===== config.mk =====
export PLATFORM = sky130hd
export DESIGN_NAME = logic_unit_n_bits
export DESIGN_NICKNAME = d
export VERILOG_FILES = /design/src/rtl/logic_unit_pkg.sv /design/src/rtl/logic_slice.sv /design/src/rtl/logic_unit_n_bits.sv
export SDC_FILE = /design/constraint.sdc
export NUM_CORES = 1
export LEC_CHECK = 0
export ABC_CLOCK_PERIOD_IN_PS = 3400
export CORE_UTILIZATION = 51
export DETAILED_ROUTE_END_ITERATION = 12
export PLACE_DENSITY = 0.8
export SKIP_LAST_GASP = 1
export SYNTH_ARGS = -nofsm -noshare
export SYNTH_HDL_FRONTEND = slang
export SYNTH_SLANG_ARGS = --single-unit

===== constraint.sdc =====
create_clock -name clk -period 3.4 [get_ports clk]
set_clock_uncertainty 0.15 [all_clocks]
set_input_delay 0.68 -clock clk [delete_from_list [all_inputs] [get_ports clk]]
set_output_delay 0.68 -clock clk [all_outputs]
set_load 0.02 [all_outputs]

===== src/rtl/logic_unit_pkg.sv =====
// Shared definitions for the multi-cycle bitwise logic unit.
// Op-codes and FSM state encoding.
package logic_unit_pkg;

  localparam logic [2:0] OP_NOT  = 3'b000;
  localparam logic [2:0] OP_AND  = 3'b001;
  localparam logic [2:0] OP_OR   = 3'b010;
  localparam logic [2:0] OP_XOR  = 3'b011;
  localparam logic [2:0] OP_NAND = 3'b100;
  localparam logic [2:0] OP_NOR  = 3'b101;
  localparam logic [2:0] OP_XNOR = 3'b110;
  localparam logic [2:0] OP_PASS = 3'b111;

  typedef enum logic [1:0] {
    IDLE = 2'd0,
    RUN  = 2'd1,
    DONE = 2'd2
  } state_t;

endpackage


===== src/rtl/logic_slice.sv =====
// Combinational SLICE-bit bitwise operator.
// One instance serves every slice of the operand.
module logic_slice
  import logic_unit_pkg::*;
#(
  parameter int SLICE = 8
) (
  input  logic [SLICE-1:0] a,
  input  logic [SLICE-1:0] b,
  input  logic [2:0]       op,
  output logic [SLICE-1:0] y
);

  always_comb begin
    y = a;
    case (op)
      OP_NOT:  y = ~a;
      OP_AND:  y = a & b;
      OP_OR:   y = a | b;
      OP_XOR:  y = a ^ b;
      OP_NAND: y = ~(a & b);
      OP_NOR:  y = ~(a | b);
      OP_XNOR: y = ~(a ^ b);
      default: y = a;
    endcase
  end

endmodule


===== src/rtl/logic_unit_n_bits.sv =====
// WIDTH-bit bitwise logic unit computing SLICE bits per clock,
// with valid/ready on both sides and a zero flag.
module logic_unit_n_bits
  import logic_unit_pkg::*;
#(
  parameter int WIDTH = 32,
  parameter int SLICE = 8
) (
  input  logic             clk,
  input  logic             rst_n,
  input  logic             in_valid,
  output logic             in_ready,
  input  logic [2:0]       op,
  input  logic [WIDTH-1:0] a,
  input  logic [WIDTH-1:0] b,
  output logic             out_valid,
  input  logic             out_ready,
  output logic [WIDTH-1:0] result,
  output logic             zero
);

  localparam int NSLICE = WIDTH / SLICE;
  localparam int CW = (NSLICE > 1) ? $clog2(NSLICE) : 1;
  localparam logic [CW-1:0] LAST = CW'(NSLICE - 1);
  localparam logic [WIDTH-1:0] SMASK = WIDTH'({SLICE{1'b1}});

  if ((WIDTH % SLICE) != 0) begin : g_bad_slice
    $error("logic_unit_n_bits: WIDTH must be a multiple of SLICE");
  end

  state_t           r_state;
  logic [CW-1:0]    r_cnt;
  logic [WIDTH-1:0] r_a;
  logic [WIDTH-1:0] r_b;
  logic [2:0]       r_op;
  logic [WIDTH-1:0] r_result;
  logic             r_zero;

  logic [31:0]      w_base;
  logic [WIDTH-1:0] w_a_sh;
  logic [WIDTH-1:0] w_b_sh;
  logic [SLICE-1:0] w_y;
  logic [WIDTH-1:0] w_y_wide;
  logic [WIDTH-1:0] w_mask;

  // Shifts instead of part-selects keep the slice index width-agnostic.
  assign w_base   = 32'(r_cnt) * 32'(SLICE);
  assign w_a_sh   = r_a >> w_base;
  assign w_b_sh   = r_b >> w_base;
  assign w_y_wide = WIDTH'(w_y) << w_base;
  assign w_mask   = SMASK << w_base;

  logic_slice #(
    .SLICE (SLICE)
  ) u_slice (
    .a  (w_a_sh[SLICE-1:0]),
    .b  (w_b_sh[SLICE-1:0]),
    .op (r_op),
    .y  (w_y)
  );

  always_ff @(posedge clk) begin
    if (!rst_n) begin
      r_state  <= IDLE;
      r_cnt    <= '0;
      r_a      <= '0;
      r_b      <= '0;
      r_op     <= OP_NOT;
      r_result <= '0;
      r_zero   <= 1'b0;
    end else begin
      unique case (r_state)
        IDLE: begin
          if (in_valid) begin
            r_a     <= a;
            r_b     <= b;
            r_op    <= op;
            r_cnt   <= '0;
            r_zero  <= 1'b1;
            r_state <= RUN;
          end
        end
        RUN: begin
          r_result <= (r_result & ~w_mask) | w_y_wide;
          r_zero   <= r_zero & (w_y == '0);
          if (r_cnt == LAST) begin
            r_state <= DONE;
          end else begin
            r_cnt <= r_cnt + CW'(1);
          end
        end
        DONE: begin
          if (out_ready) begin
            r_state <= IDLE;
          end
        end
        default: r_state <= IDLE;
      endcase
    end
  end

  assign in_ready  = (r_state == IDLE);
  assign out_valid = (r_state == DONE);
  assign result    = r_result;
  // The accumulator is live during RUN; expose it only with the result.
  assign zero      = r_zero & (r_state == DONE);

endmodule

==> reports/qor.txt <==
Layout area overhead: 26.3%
Vias in the first global route: 4171
Chip width: 102 um
Yosys reg bits: 104
Vias per cell: 5.51
Pwr dens: 407 nW/um^2
Placer Congestion: 0.889
Initial Util: 0.523
First-pass GRT wire length: 20300 um
GRT Util Overall: 0.253
MaxCap Viol Count: 0
Top-area cell type share of the netlist area: 0.409
Setup_tns: 0 ps
Post-Route WL: 12500 um
Global route overflow: 0
Post-route antenna net violation count: 0
Cells after Synth: 582
Final Hold Viols: 0
CTS tree: done
Slew headroom: 0.386
Commonest non-fill, non-tap cell in the layout: nand2_1
Net Count, Synth: 673
Slew Limit Fails: 0
Status: completed
Number of DRC markers in iteration 0: 279
Root buf cell: clkbuf_8
Critical Path Fanout Max: 23
Largest net degree at the start of global routing: 68
Ratio of cells with drive above 1 in the final layout: 0.0596
RSZ-0062 raised after global routing: false
CTS clk-pin slew, worst paths: 90 ps
Maximum VDD drop: 0.223 mV
Antenna Cells: 0
Yosys top cell by area: dfxtp_1
Fin area: 6430 um^2
Syn. warnings: 0
Sequential-to-total area share from yosys stat: 0.409
Register-to-register setup slack: 380 ps
Maximum clock frequency: 0.331 GHz
Synth unique cells: 29
Crit end category: flop
WS Path Type: reg2reg
Tcrit/Tclk final: 0.888
Placed cell areas: 6230 um^2
PortBufs: 105
Clock period minus worst slack: 3020 ps
Synth Cell Area: 5090 um^2
Pre-antenna DRT Iters: 5
Critical Path RT: 3570 ps
Clock buffer depth: 2
Top cells by area, synth: dfxtp_1 41%, nand2_1 11%, a21boi_0 10%
Initial antenna violation count: 0
Vias: 4431
# IOs: 106
Wirelength per Cell: 15.6 um
# nets final: 758
Hold/Removal Path Class: reg2reg
Core area: 9730 um^2
Clk_lat worst skew: 370 ps
Num CTS Buffers: 9
Filler cell count: 826
Critical Path AT: 3190 ps
Total die area: 10400 um^2
Most frequent cells in the layout: 148 x nand2_1, 104 x clkdlybuf4s50_1, 103 x dfxtp_1
CP Launch Type: flop
DRC Markers: 0
H-tree Lvls: 3
# clock sinks: 104
Mapped Avg Cell Area: 8.75 um^2
Total power: 0.00262 W
Pleak: 2.27 nW
Std cell rows: 36
# setup viols final: 0
Die Span Y: 102 um
Post-DP HPWL: 9020 um
Least-Margin Pin Slew: 914 ps
==> worst max-delay path: stages, from the launching register on <==
cell and delay, ps:
dfxtp_1 360, buf_12 200, mux4_1 730, inv_1 110, ha_1 240, nand2_1 80
o32ai_1 70, a211oi_1 360, o22a_1 380, a22oi_1 150, nor2b_1 140
==> power by group <==
part,internal (W),switching (W),total [W]
clock,0.000358,0.000423,0.000782
combinational,0.000248,0.000259,0.000507
sequential,0.00128,0.0000468,0.00133
total,0.00189,0.000730,0.00262
==> cell families (layout without fill, tap and decap cells) <==
kind of cell / Yosys count / count (layout) / share of synthesized area
mux: 17 / 17 / 0.0749
compound gates: 152 / 152 / 0.219
flops: 104 / 104 / 0.409
buf+inv: 59 / 148 / 0.0459
fa+ha+maj: 20 / 20 / 0.0491
simple gates: 230 / 230 / 0.202
==> sequential cells by signal, indices dropped and copies added, names as in the netlist <==
signal,cells
r_state,2
r_cnt,2
r_zero,1
r_a,32
result,32
r_op,3
r_b,32
==> per-stage QoR <==
stage	setup slack [ps]	hold WS, ps	cells	utilization
floorplan	581	289	582	-
global placement	226	298	789	0.641
detailed placement	192	304	789	0.641
CTS	158	317	804	0.661
global route	214	333	804	0.661
finish	380	315	804	0.661
==> routing by layer <==
layer / vias up / GRT usage / wire [um] / share of wire
met5: - / 0 / 0 / 0
met4: 0 / 0.0967 / 297 / 0.024
met3: 23 / 0.0486 / 610 / 0.049
met2: 150 / 0.403 / 5920 / 0.47
met1: 2078 / 0.342 / 5690 / 0.45
li1: 2180 / - / - / -
==> final cells by class <==
| type | instances | area [um^2] | area share |
|---|---|---|---|
| clock buffer | 10 | 138 | 0.0214 |
| clock inverter | 5 | 56.3 | 0.00876 |
| inverter | 20 | 75.1 | 0.0117 |
| sequential | 104 | 2080 | 0.324 |
| tap | 133 | 166 | 0.0259 |
| multi-input combinational | 419 | 2780 | 0.432 |
| timing repair buffer | 113 | 1130 | 0.176 |
==> final timing paths <==
check | startpoint | to | cells past startpoint
max reg2reg | r_cnt[0] | result[6] | 10
min | r_b[22] | r_b[22] | 2
max | r_cnt[0] | result[6] | 10
min reg2reg | r_b[22] | r_b[22] | 2
==> Yosys cell counts <==
| library cell | n |
|---|---|
| nand2_1 | 149 |
| dfxtp_1 | 104 |
| a21boi_0 | 68 |
| nor2b_1 | 36 |
| a22oi_1 | 33 |
| clkbuf_1 | 30 |
| ha_1 | 20 |
| inv_1 | 20 |
| nand2b_1 | 19 |
| a21oi_1 | 14 |
| mux4_2 | 13 |
| nor2_1 | 11 |
| a211oi_1 | 8 |
| o22a_1 | 8 |
| o22ai_1 | 8 |
| o32ai_1 | 8 |
| nor3_1 | 7 |
| buf_1 | 4 |
| buf_2 | 4 |
| or3_1 | 4 |
| mux4_1 | 3 |
| o31ai_1 | 3 |
| and2_1 | 2 |
| buf_6 | 1 |
| mux2i_1 | 1 |
| nand3_1 | 1 |
| nor3b_1 | 1 |
| o2111ai_1 | 1 |
| o21ai_0 | 1 |
==> repair_timing <==
item	in CTS	in global routing
setup endpoints to repair	0	1
resized for setup	0	1
buffers inserted	0	0
endpoints found under the hold margin	0	0
hold buffers	0	0
Note: power is estimated with default switching activity, not from simulation.
